<file path="config.mk">
export PLATFORM = sky130hd
export DESIGN_NAME = vga_timing_gen_flat
export DESIGN_NICKNAME = d
export VERILOG_FILES = /design/src/rtl/vga_timing_gen_if.sv /design/src/rtl/vga_timing_gen.sv /design/src/flat_wrapper.sv
export SDC_FILE = /design/constraint.sdc
export NUM_CORES = 1
export LEC_CHECK = 0
export CAP_MARGIN = 10
export CORE_MARGIN = 2
export CORE_UTILIZATION = 35
export CTS_BUF_LIST = sky130_fd_sc_hd__clkbuf_16
export DETAILED_ROUTE_END_ITERATION = 8
export HOLD_SLACK_MARGIN = 0.03
export PLACE_DENSITY = 0.65
export REMOVE_ABC_BUFFERS = 1
export SYNTH_ARGS = -nofsm -noshare
export SYNTH_HDL_FRONTEND = slang
export SYNTH_SLANG_ARGS = --single-unit
</file>
<file path="constraint.sdc">
create_clock -name CLK -period 3.1 [get_ports CLK]
set_input_delay 0.62 -clock CLK [delete_from_list [all_inputs] [get_ports CLK]]
set_output_delay 0.62 -clock CLK [all_outputs]
set_load 0.05 [all_outputs]
</file>
<file path="src/rtl/vga_timing_gen_if.sv">
// -----------------------------------------------------------------------------
// vga_timing_gen_if
//   Raster-timing bundle produced by vga_timing_gen and consumed by the
//   downstream pixel pipeline (pattern generator, framebuffer reader, DAC).
//
//   Signals
//     HSYNC        horizontal sync, asserted level set by the generator's HS_POL
//     VSYNC        vertical sync, asserted level set by the generator's VS_POL
//     DE           high while (HCOUNT, VCOUNT) lies in the visible area
//     HCOUNT[HW]   current pixel column
//     VCOUNT[VW]   current line
//     LINE_START   one-cycle pulse at HCOUNT == 0 while running
//     FRAME_START  one-cycle pulse at HCOUNT == 0 and VCOUNT == 0 while running
//     RUNNING      high while raster timing is being generated
//
//   Modports
//     master  the timing generator (drives everything)
//     slave   any consumer of the raster timing
// -----------------------------------------------------------------------------
interface vga_timing_gen_if #(
    parameter int HW = 11,
    parameter int VW = 10
);
    logic          HSYNC;
    logic          VSYNC;
    logic          DE;
    logic [HW-1:0] HCOUNT;
    logic [VW-1:0] VCOUNT;
    logic          LINE_START;
    logic          FRAME_START;
    logic          RUNNING;

    modport master (
        output HSYNC,
        output VSYNC,
        output DE,
        output HCOUNT,
        output VCOUNT,
        output LINE_START,
        output FRAME_START,
        output RUNNING
    );

    modport slave (
        input HSYNC,
        input VSYNC,
        input DE,
        input HCOUNT,
        input VCOUNT,
        input LINE_START,
        input FRAME_START,
        input RUNNING
    );
endinterface

</file>
<file path="src/rtl/vga_timing_gen.sv">
// -----------------------------------------------------------------------------
// vga_timing_gen
//   Pixel-clock-domain raster timing generator sitting directly behind the
//   iCE40 PLL. The PLL LOCK flag is synchronized into the pixel domain; the
//   display pipeline is held idle until the synchronized lock has been high
//   for LOCK_SETTLE consecutive cycles, after which VGA timing (sync, data
//   enable, coordinates, line/frame strobes) is generated continuously.
//   Any loss of lock drops straight back to idle on the next edge.
//
//   Ports
//     CLK     in   pixel clock (PLLOUTGLOBAL)
//     RESET   in   asynchronous, active-low reset
//     LOCK    in   PLL lock flag, asynchronous to CLK
//     vga     out  raster timing bundle (vga_timing_gen_if.master)
//
//   All outputs are registered together, so every field of the bundle
//   describes the same (HCOUNT, VCOUNT) point in any given cycle.
// -----------------------------------------------------------------------------
module vga_timing_gen #(
    parameter int H_ACTIVE    = 800,
    parameter int H_FP        = 56,
    parameter int H_SYNC      = 120,
    parameter int H_BP        = 64,
    parameter int V_ACTIVE    = 600,
    parameter int V_FP        = 37,
    parameter int V_SYNC      = 6,
    parameter int V_BP        = 23,
    parameter int HS_POL      = 1,
    parameter int VS_POL      = 1,
    parameter int LOCK_SETTLE = 1024,
    parameter int HW          = 11,
    parameter int VW          = 10
) (
    input  logic                 CLK,
    input  logic                 RESET,
    input  logic                 LOCK,
    vga_timing_gen_if.master     vga
);

    localparam int H_TOTAL = H_ACTIVE + H_FP + H_SYNC + H_BP;
    localparam int V_TOTAL = V_ACTIVE + V_FP + V_SYNC + V_BP;

    // Sync windows as half-open ranges [BEG, END) in pixel / line units.
    localparam int H_SYNC_BEG = H_ACTIVE + H_FP;
    localparam int H_SYNC_END = H_ACTIVE + H_FP + H_SYNC;
    localparam int V_SYNC_BEG = V_ACTIVE + V_FP;
    localparam int V_SYNC_END = V_ACTIVE + V_FP + V_SYNC;

    localparam logic [HW-1:0] H_LAST = HW'(H_TOTAL - 1);
    localparam logic [VW-1:0] V_LAST = VW'(V_TOTAL - 1);

    localparam logic HS_ON = (HS_POL != 0);
    localparam logic VS_ON = (VS_POL != 0);

    // A settle period of 1 still needs a 1-bit counter.
    localparam int              SW          = (LOCK_SETTLE > 1) ? $clog2(LOCK_SETTLE) : 1;
    localparam logic [SW-1:0]   SETTLE_LAST = SW'(LOCK_SETTLE - 1);

    typedef enum logic [1:0] {
        WAIT_LOCK = 2'd0,
        SETTLE    = 2'd1,
        RUN       = 2'd2
    } state_t;

    // Everything except the coordinates, registered as one group.
    typedef struct packed {
        logic hsync;
        logic vsync;
        logic de;
        logic line_start;
        logic frame_start;
        logic running;
    } flags_t;

    // Output flags for a raster point while running.
    function automatic flags_t flags_at(input logic [HW-1:0] h, input logic [VW-1:0] v);
        flags_t f;
        int     hi;
        int     vi;
        hi            = int'(h);
        vi            = int'(v);
        f.de          = (hi < H_ACTIVE) && (vi < V_ACTIVE);
        f.hsync       = ((hi >= H_SYNC_BEG) && (hi < H_SYNC_END)) ? HS_ON : ~HS_ON;
        f.vsync       = ((vi >= V_SYNC_BEG) && (vi < V_SYNC_END)) ? VS_ON : ~VS_ON;
        f.line_start  = (hi == 0);
        f.frame_start = (hi == 0) && (vi == 0);
        f.running     = 1'b1;
        return f;
    endfunction

    // Output flags while not running (identical to the reset values).
    function automatic flags_t flags_idle();
        flags_t f;
        f.hsync       = ~HS_ON;
        f.vsync       = ~VS_ON;
        f.de          = 1'b0;
        f.line_start  = 1'b0;
        f.frame_start = 1'b0;
        f.running     = 1'b0;
        return f;
    endfunction

    logic          lock_meta;
    logic          lock_s;
    state_t        state;
    logic [SW-1:0] settle_cnt;
    logic [HW-1:0] hcount_q;
    logic [VW-1:0] vcount_q;
    flags_t        flags_q;

    logic [HW-1:0] h_next;
    logic [VW-1:0] v_next;

    // Raster position one pixel after the current one, with line/frame wrap.
    always_comb begin
        h_next = hcount_q + 1'b1;
        v_next = vcount_q;
        if (hcount_q == H_LAST) begin
            h_next = '0;
            if (vcount_q == V_LAST) begin
                v_next = '0;
            end else begin
                v_next = vcount_q + 1'b1;
            end
        end
    end

    always_ff @(posedge CLK or negedge RESET) begin
        if (!RESET) begin
            lock_meta  <= 1'b0;
            lock_s     <= 1'b0;
            state      <= WAIT_LOCK;
            settle_cnt <= '0;
            hcount_q   <= '0;
            vcount_q   <= '0;
            flags_q    <= flags_idle();
        end else begin
            // LOCK comes from the PLL with no timing relationship to CLK.
            lock_meta <= LOCK;
            lock_s    <= lock_meta;

            case (state)
                WAIT_LOCK: begin
                    hcount_q <= '0;
                    vcount_q <= '0;
                    flags_q  <= flags_idle();
                    if (lock_s) begin
                        settle_cnt <= '0;
                        state      <= SETTLE;
                    end
                end

                SETTLE: begin
                    hcount_q <= '0;
                    vcount_q <= '0;
                    if (!lock_s) begin
                        // A single low sample restarts qualification from scratch.
                        flags_q <= flags_idle();
                        state   <= WAIT_LOCK;
                    end else if (settle_cnt == SETTLE_LAST) begin
                        // The first RUN cycle presents the top-left pixel.
                        flags_q <= flags_at('0, '0);
                        state   <= RUN;
                    end else begin
                        flags_q    <= flags_idle();
                        settle_cnt <= settle_cnt + 1'b1;
                    end
                end

                RUN: begin
                    if (!lock_s) begin
                        // Abandon the frame immediately; no partial completion.
                        hcount_q <= '0;
                        vcount_q <= '0;
                        flags_q  <= flags_idle();
                        state    <= WAIT_LOCK;
                    end else begin
                        hcount_q <= h_next;
                        vcount_q <= v_next;
                        flags_q  <= flags_at(h_next, v_next);
                    end
                end

                default: begin
                    hcount_q <= '0;
                    vcount_q <= '0;
                    flags_q  <= flags_idle();
                    state    <= WAIT_LOCK;
                end
            endcase
        end
    end

    assign vga.HSYNC       = flags_q.hsync;
    assign vga.VSYNC       = flags_q.vsync;
    assign vga.DE          = flags_q.de;
    assign vga.HCOUNT      = hcount_q;
    assign vga.VCOUNT      = vcount_q;
    assign vga.LINE_START  = flags_q.line_start;
    assign vga.FRAME_START = flags_q.frame_start;
    assign vga.RUNNING     = flags_q.running;

endmodule

</file>
<file path="src/flat_wrapper.sv">
// flat-port wrapper written by rule: the top's interface ports become plain ports
module vga_timing_gen_flat 
#(
    parameter int H_ACTIVE    = 800,
    parameter int H_FP        = 56,
    parameter int H_SYNC      = 120,
    parameter int H_BP        = 64,
    parameter int V_ACTIVE    = 600,
    parameter int V_FP        = 37,
    parameter int V_SYNC      = 6,
    parameter int V_BP        = 23,
    parameter int HS_POL      = 1,
    parameter int VS_POL      = 1,
    parameter int LOCK_SETTLE = 1024,
    parameter int HW          = 11,
    parameter int VW          = 10
)
  (CLK, RESET, LOCK, vga_HSYNC, vga_VSYNC, vga_DE, vga_HCOUNT, vga_VCOUNT, vga_LINE_START, vga_FRAME_START, vga_RUNNING);
  vga_timing_gen_if #(.HW(HW), .VW(VW)) vga_i ();
  input  logic CLK;
  input  logic RESET;
  input  logic LOCK;
  output wire logic [$bits(vga_i.HSYNC)-1:0] vga_HSYNC;
  output wire logic [$bits(vga_i.VSYNC)-1:0] vga_VSYNC;
  output wire logic [$bits(vga_i.DE)-1:0] vga_DE;
  output wire logic [$bits(vga_i.HCOUNT)-1:0] vga_HCOUNT;
  output wire logic [$bits(vga_i.VCOUNT)-1:0] vga_VCOUNT;
  output wire logic [$bits(vga_i.LINE_START)-1:0] vga_LINE_START;
  output wire logic [$bits(vga_i.FRAME_START)-1:0] vga_FRAME_START;
  output wire logic [$bits(vga_i.RUNNING)-1:0] vga_RUNNING;
  assign vga_HSYNC = vga_i.HSYNC;
  assign vga_VSYNC = vga_i.VSYNC;
  assign vga_DE = vga_i.DE;
  assign vga_HCOUNT = vga_i.HCOUNT;
  assign vga_VCOUNT = vga_i.VCOUNT;
  assign vga_LINE_START = vga_i.LINE_START;
  assign vga_FRAME_START = vga_i.FRAME_START;
  assign vga_RUNNING = vga_i.RUNNING;
  vga_timing_gen #(.H_ACTIVE(H_ACTIVE), .H_FP(H_FP), .H_SYNC(H_SYNC), .H_BP(H_BP), .V_ACTIVE(V_ACTIVE), .V_FP(V_FP), .V_SYNC(V_SYNC), .V_BP(V_BP), .HS_POL(HS_POL), .VS_POL(VS_POL), .LOCK_SETTLE(LOCK_SETTLE), .HW(HW), .VW(VW)) u_core (.CLK(CLK), .RESET(RESET), .LOCK(LOCK), .vga(vga_i));
endmodule
</file>
# Word-level counts from Yosys, hierarchy flattened
# Cells that the tools add are included.
dict set report word_totals {
  latchBits 0
  mem_bits_ro 0
  in_bits 3
  out_inout_bits 27
  regBits 41
  ram_bits 0
  n_memories 0
  word_cells 63
}
dict set report op_classes {
  n_div 0
  n_mux 22
  reduce_logical 10
  n_addsub 3
  multipliers 0
  magnitude_cmp 6
  bitwise_logic 0
  n_shift 0
  n_eq_ne 10
}
# operator n
set op_table {}
lappend op_table {{$mux 10} 7}
lappend op_table {{$mux 11} 3}
lappend op_table {{$lt 11x10->1 const B} 2}
lappend op_table {{$add 10x1->10 const B} 2}
lappend op_table {{$eq 10x10->1 const B} 2}
lappend op_table {{$lt 10x10->1 const B} 2}
lappend op_table {{$pmux 10 s2} 1}
lappend op_table {{$mux 6} 2}
lappend op_table {{$pmux 6 s2} 1}
lappend op_table {{$add 11x1->11 const B} 1}
lappend op_table {{$eq 11x11->1 const B} 1}
lappend op_table {{$ge 11x10->1 const B} 1}
lappend op_table {{$logic_not 11->1} 1}
lappend op_table {{$ge 10x10->1 const B} 1}
lappend op_table {{$logic_not 10->1} 1}
lappend op_table {{$mux 2} 4}
lappend op_table {{$pmux 2 s3} 1}
lappend op_table {{$logic_and 1x1->1} 4}
lappend op_table {{$mux 4} 1}
lappend op_table {{$ne 2x1->1 const B} 2}
lappend op_table {{$ne 2x2->1 const B} 2}
lappend op_table {{$reduce_and 4->1} 1}
lappend op_table {{$ne 3x3->1 const B} 1}
lappend op_table {{$reduce_and 3->1} 1}
lappend op_table {{5 further kinds} 6}

# Logic depth before layout (Yosys ltp)
# Gate-level depths: netlist (run 1).
dict set report logic_depth {
  ltp_word 8
  mapped_depth 9
  mapped_depth_nobuf 9
}

# Worst setup path after synthesis (run 1)
# No wires, ideal clock.
dict set report synth_timing {
  kind {register -> register}
  startpoint {register u_core.hcount_q[7] (netlist: u_core.vga.HCOUNT[7])}
  endpoint {register u_core.flags_q, in the netlist u_core.vga.VSYNC}
  arrival_time_ns 2.625
  path_buffers 1
  slack_ns 0.380
  setup_ns 0.096
  required_ns 3.004
  stages_incl_launch_ff 9
  synth_period_minus_slack_ns 2.720
  cell_sequence {dfrtp_1 -> buf_6 -> or3_4 -> or4_4 -> or3_4 -> a21boi_2 -> inv_1 -> o221a_1 -> nor4_2}
}
dict set report synth_between {
  elab_chain_len 7
  elab_cells_between_ends 8
  cone_classes {2 x order compare; 1 x eq/ne; 4 x mux; 1 x reduce/logical}
}
# item line_no
set synth_lines {}
lappend synth_lines {{start, declared} vga_timing_gen.sv:107} ;# logic [HW-1:0] hcount_q;
lappend synth_lines {{start signal, assigned} vga_timing_gen.sv:178} ;# hcount_q <= h_next;
lappend synth_lines {{$eq 11x11->1 (*)} vga_timing_gen.sv:118} ;# if (hcount_q == H_LAST) begin
lappend synth_lines {{$mux 10 (*)} vga_timing_gen.sv:118}
lappend synth_lines {{$ge 10x10->1 or $lt 10x10->1 (tied branches)} vga_timing_gen.sv:84} ;# f.vsync = ((vi >= V_SYNC_BEG) && (vi < V_SYNC_END)) ? VS_ON : ~VS_ON;
lappend synth_lines {{$logic_and 1x1->1 (*)} vga_timing_gen.sv:84}
lappend synth_lines {{$mux 1 (*)} vga_timing_gen.sv:84}
lappend synth_lines {{$mux 6 (*)} vga_timing_gen.sv:171} ;# if (!lock_s) begin
lappend synth_lines {{$pmux 6 s2 (*)} vga_timing_gen.sv:142} ;# case (state)
lappend synth_lines {{end signal, assigned} vga_timing_gen.sv:146} ;# flags_q <= flags_idle();
lappend synth_lines {{end signal, assigned} vga_timing_gen.sv:175} ;# flags_q <= flags_idle();
lappend synth_lines {{end signal, assigned} vga_timing_gen.sv:180} ;# flags_q <= flags_at(h_next, v_next);
lappend synth_lines {{end, declared} vga_timing_gen.sv:109} ;# flags_t flags_q;
# Mark *: on every way between the ends. The rest lies on a longest branch, timed or not.
# A chain may end at the register's enable or synchronous reset.

# Final worst setup path (run 1)
dict set report layout_timing {
  startpoint {register u_core.hcount_q[4] (netlist: u_core.vga.HCOUNT[4])}
  endpoint {register u_core.flags_q, in the netlist u_core.vga.VSYNC}
}
# The elaborated chain is that of the path after synthesis.

==> impl_results.md, run 1 <==
- Vias: 2179
- Minimum clock period after layout: 2.72 ns
- H-tree depth: 2
- WP data arrival: 2.89 ns
- Largest net degree at the start of global routing: 42
- Total global-route track usage: 0.158
- Maxcap violations: 0
- Peak supply drop: 0.232 mV
- RSZ-0062 raised after global routing: no
- Final max-slew violation count: 0
- Worst min path class: flip-flop to flip-flop
- CTS tree: yes
- Drt wl/cell: ~14 um
- Wire length on met3: around 190 um
- Power density over cell area: 399 nW/um^2
- Most frequent cell after synthesis: nor2_1
- Area Growth Syn to Fin: 20.2%
- # DRC: 0
- Dpl hpwl: 4350 um
- Critical Path RT: 3.27 ns
- Core ar.: between 7000 and 8000 um^2
- Sequential area share after synthesis: 0.405
- Clk_lat worst skew: approximately 0.28 ns
- Mapped Avg Cell Area: 8.77 um^2
- Crit-path max FO: 11
- Flops & latches, synth: between 40 and 50
- Worst setup SP type: flip-flop
- Clock Path Buffers: 2
- Yosys top cell by area: dfrtp_1
- Main synth FF type: dfrtp_1
- I/O pins: 30
- Reg clk slew, reported paths: 0.06 ns
- Synth cell count leaders: nor2_1, dfrtp_1, nand2_1, nand3_1, o21ai_0
- Root buf cell: clkbuf_16
- WL final: around 6000 um
- CP Class: flip-flop to flip-flop
- Area share of the largest cell type after synthesis: 0.405
- Syn Std Cell Area: 2530 um^2
- Worst-Margin Slew: 0.882 ns
- # nets final: 325
- Synth top area cells: dfrtp_1, nor2_1, xnor2_1
- CTS resizes: 0
- Fmax achieved: 0.367 GHz
- Final Wtd Congestion: 0.917
- Lkg Pwr: 1.20 nW
- Layout cells sized above 1: 0.0728
- Setup_tns: 0 ns
- Total CTS buffers: 5
- Antenna viol nets, final: 0
- Met2 WL: 2750 um
- Worst Setup SP: u_core.vga.HCOUNT[4]
- DR pass1 iterations: 4
- FFs w/ async S/R, synth: 1.00
- Setup Viol. Count Final: 0
- Initial core utilization: 0.355
- Post-synthesis cell count: 289
- Critical Path Max Stage Delay: about 0.58 ns
- Hold path startpoint: u_core.lock_meta
- Worst Skew: about 0.0053 ns
- PortBufs: 29
- Synth cell types: 46
- Die area: between 7000 and 8000 um^2
- 1st-iter DRT viols: 180
- Crit Reg-Reg Startpoint: u_core.vga.HCOUNT[4]
- Post-CTS Setup Repair Bufs: 0
- Period utilization: 0.878
- Post-synth EDFFs: 0
- Vias per cell: 5.25
- Die Height: around 89 um
- FP Rows: 31
- Clock sink total: 41
- Top cell by count, worst path: nor4_2
- Die Width: between 80 and 90 um
- Vias in the first global route: approximately 2k
- Slew headroom: 0.412
- Slowest-stage cell, CP: nor4_2
- Cells along the critical path: or3_4, nor4_2, mux2i_1, a211oi_1, nand4_1, o221a_1, nor4_2
- Total power: approximately 0.0012 W
- Worst reg2reg setup slack: 0.38 ns
- CP Capture Type: flip-flop
- Yosys Warn Count: 0
- Status: finished clean
- Fin. Hold Viols: 0
- DR top layer: met4
- Total gr overflow: 0
- Initial antenna violation count: 0
- CTS Hold Bufs: 0
- Diodes inserted: 0
- First-pass GRT wire length: 9790 um
- Post-Route M1 WL: about 2900 um
worst paths after layout:
check	to	cells past startpoint
max	u_core.vga.VSYNC	7
min reg2reg	u_core.lock_s	0
min	u_core.lock_s	0
max reg2reg	u_core.vga.VSYNC	7
max in group asynchronous	u_core.vga.VCOUNT[0]	1
min in group asynchronous	u_core.settle_cnt[2]	1
routing by layer:
layer	up-vias	global-route usage
li1	1088	-
met5	-	0
met4	0	0.0556
met3	6	0.0305
met2	53	0.236
met1	1032	0.230
per-stage QoR:
step | hold WS [ns] | utilization | cells | worst slack (ns) | instance area, um^2
2_1_floorplan | 0.324 | - | 275 | 0.254 | 2460
3_3_place_gp | 0.343 | 0.407 | 407 | 0.477 | 2900
3_5_place_dp | 0.346 | 0.407 | 407 | 0.422 | 2900
4_1_cts | 0.367 | 0.427 | 415 | 0.405 | 3050
5_1_grt | 0.371 | 0.427 | 415 | 0.126 | 3050
6_report | 0.364 | 0.427 | 415 | 0.377 | 3050
flip-flops by register name, summed over array words and instances, names as in the netlist:
register / count
u_core.vga.LINE_START: 1
u_core.vga.DE: 1
u_core.vga.HSYNC: 1
u_core.lock_meta: 1
u_core.vga.VSYNC: 1
u_core.settle_cnt: 10
u_core.state: 2
u_core.vga.HCOUNT: 11
u_core.vga.RUNNING: 1
u_core.vga.FRAME_START: 1
u_core.vga.VCOUNT: 10
u_core.lock_s: 1
cells in the final DEF, fill, tap and decap left out, types with 5 or more instances in the layout:
cell type / netlist / final
o21ai_0: 14 / 14
nand2_1: 17 / 17
clkdlybuf4s50_1: 0 / 28
inv_1: 12 / 12
xor2_1: 12 / 12
a21oi_1: 11 / 11
nor3_1: 7 / 7
clkbuf_16: 0 / 5
nand4_1: 11 / 11
nand3_1: 17 / 17
dfrtp_1: 41 / 41
nor2_1: 43 / 43
or3_1: 6 / 6
ha_1: 7 / 7
xnor2_1: 12 / 12
power breakdown:
part | switching (W) | leakage (nW) | total (W) | internal (W)
sequential | 0.0000247 | 0.564 | 0.000585 | 0.000560
clock | 0.000200 | 0.0712 | 0.000495 | 0.000295
combinational | 0.0000823 | 0.566 | 0.000136 | 0.0000541
total | 0.000307 | 1.20 | 0.00122 | 0.000909
cell families (layout without fill, tap and decap cells):
group	Yosys count	after routing	synth area share
mux	3	3	0.0119
xor+xnor	24	24	0.0830
fa+ha+maj	7	7	0.0346
simple gates	134	134	0.284
flops	41	41	0.405
buf+inv	26	53	0.0454
compound gates	54	54	0.136
final cells by class:
cell class	count	area, um^2
fillers	722	4090
multi-input cells	222	1390
flip-flops and latches	41	1030
repair buffers	33	315
clock buffers	5	125
well taps	99	124
inverters	12	45.0
clock inverters	3	17.5
critical path: cells and delay by family (launching register included):
family / cells / cell delay [ns]
AO/OA/AOI/OAI: 2 / 0.61
multiplexers: 1 / 0.17
flip-flops: 1 / 0.49
AND/OR/NAND/NOR: 4 / 1.35
Power figures use the tool's default switching activity.
==> run 2, diff against run 1 <==
--- a/config.mk
+++ b/config.mk
@@ -6,7 +6,6 @@
 export NUM_CORES = 1
 export LEC_CHECK = 0
 export CAP_MARGIN = 10
-export CORE_MARGIN = 2
 export CORE_UTILIZATION = 35
 export CTS_BUF_LIST = sky130_fd_sc_hd__clkbuf_16
 export DETAILED_ROUTE_END_ITERATION = 8
==> run 2 against run 1 <==
Sequential share of layout area fell by 0.27 points. Register-to-register slack improved by 0.04 ns. Final cell count fell by 0.72%. Critical path type unchanged. Largest power group is now the clock network.
==> impl_results.md, run 2 (synthesis results as in run 1) <==
- Status: finished clean
- Clk_lat worst skew: 0.29 ns
- Antenna viol nets, final: 0
- DR pass1 iterations: 4
- Setup Viol. Count Final: 0
- WL final: just over 6000 um
- Die Height: slightly below 90 um
- WHS: 0.350 ns
- Worst Skew: about 0.008 ns
- H-tree depth: 2
- Power density over cell area: between 400 and 500 nW/um^2
- Hold path startpoint: u_core.lock_meta
- Dpl cell area: between 2000 and 3000 um^2
- Initial core utilization: 0.367
- Fin. Hold Viols: 0
- Drt wl/cell: roughly 15 um
- WP data arrival: 2.87 ns
- Vias in the first global route: 2030
- Cell area after layout: around 3000 um^2
- Minimum clock period after layout: 2.68 ns
- First-pass GRT wire length: between 10000 and 15000 um
- Die area: 7580 um^2
- Worst-Margin Slew: 0.928 ns
- Worst Setup SP: u_core.vga.HCOUNT[5]
- Core ar.: approximately 6900 um^2
- Worst setup SP type: flip-flop
- Lkg Pwr: 1.21 nW
- CTS tree: yes
- CTS Hold Bufs: 0
- Period utilization: 0.865
- Dpl hpwl: 4220 um
- Total gr overflow: 0
- Most common cell after layout, fill and taps aside: nor2_1
- FP Rows: 30
- CTS resizes: 0
- Most frequent cells in the layout: nor2_1, dfrtp_1, clkdlybuf4s50_1, nand3_1, nand2_1
- Clock Path Buffers: 2
- Maxcap violations: 0
- Root buf cell: clkbuf_16
- Die Width: 87.1 um
- Clock sink total: 41
- Post-CTS Setup Repair Bufs: 0
- Critical Path RT: 3.29 ns
- PortBufs: 29
- Diodes inserted: 0
- I/O pins: 30
- # nets final: 325
- CP Class: flip-flop to flip-flop
- Final Wtd Congestion: 0.922
- Max reg flops: 11
- # DRC: 0
- Reg clk slew, reported paths: around 0.07 ns
- Inst Count DP: 404
- Vias per cell: 5.32
- Final max-slew violation count: 0
- Setup_tns: 0 ns
- Total global-route track usage: 0.171
- Crit Reg-Reg Startpoint: u_core.vga.HCOUNT[5]
- Largest net degree at the start of global routing: 42
- Initial antenna violation count: 0
- Total CTS buffers: 5
- Worst min path class: flip-flop to flip-flop
- 1st-iter DRT viols: 184
- RSZ-0062 raised after global routing: no
- Crit-path max FO: 12
- Slew headroom: 0.382
- Peak supply drop: 0.179 mV
- Fmax achieved: 0.373 GHz
- Area Growth Syn to Fin: 21.2%
- CP Capture Type: flip-flop
- Layout cells sized above 1: 0.0759
- Vias: 2193
- Non-Filler Instances: 412
## run 2: changes by cell type in the layout (fill, tap and decap cells not counted)
cell / previous run / this run
clkinv_2: 1 / 0
clkinv_1: 1 / 0
bufinv_16: 0 / 1
clkinvlp_4: 0 / 1
## run 2: per-stage QoR
step	util	power, W	setup WS, ns
global route	0.445	0.00139	0.294
detailed placement	0.420	0.000732	0.431
finish	0.445	0.00133	0.420
CTS	0.445	0.00134	0.420
floorplan	-	0.000691	0.254
global placement	0.420	0.000726	0.537
## run 2: layout make-up
type                            count  area (um^2)
Inverter                           12         45.0
Tap cell                           96          120
Fill cell                         694         3840
Clock inverter                      3         46.3
Clock buffer                        5          125
Timing Repair Buffer               33          315
Sequential cell                    41         1030
Multi-Input combinational cell    222         1390
## run 2: per-layer routing
metal | global-route usage | wire length [um]
met2 | 0.264 | 2690
met4 | 0.0773 | 163
met3 | 0.0237 | 226
met5 | 0 | 0
met1 | 0.239 | 3000
## run 2: final timing paths
kind                                              to  slack [ns]  cells past startpoint
min in group asynchronous       u_core.vga.HCOUNT[7]        0.47                      1
worst min-delay path                   u_core.lock_s        0.35                      0
worst max-delay path                u_core.vga.VSYNC        0.42                      7
worst max register to register      u_core.vga.VSYNC        0.42                      7
max in group asynchronous       u_core.settle_cnt[5]        2.05                      1
worst min register to register         u_core.lock_s        0.35                      0
## run 2: critical path, cell delays in order, from the launching register on
cell and delay [ns]:
dfrtp_1 0.52, or3_4 0.47, nor4_2 0.53, nand2_1 0.13, xor2_1 0.20, or3_1 0.33, o221a_1 0.24, nor4_2 0.15
## run 2: power by group
| part | leakage [nW] | switching [W] | internal (W) | total (W) |
|---|---|---|---|---|
| combinational | 0.566 | 0.0000834 | 0.0000541 | 0.000137 |
| clock | 0.0800 | 0.000230 | 0.000381 | 0.000612 |
| sequential | 0.564 | 0.0000243 | 0.000560 | 0.000584 |
==> run 3, diff against run 2 <==
--- a/config.mk
+++ b/config.mk
@@ -12,6 +12,7 @@
 export HOLD_SLACK_MARGIN = 0.03
 export PLACE_DENSITY = 0.65
 export REMOVE_ABC_BUFFERS = 1
+export SLEW_MARGIN = 10
 export SYNTH_ARGS = -nofsm -noshare
 export SYNTH_HDL_FRONTEND = slang
 export SYNTH_SLANG_ARGS = --single-unit
==> results of run 3 <==
Same layout as run 2: the final DEF is identical, and so are final timing and power.
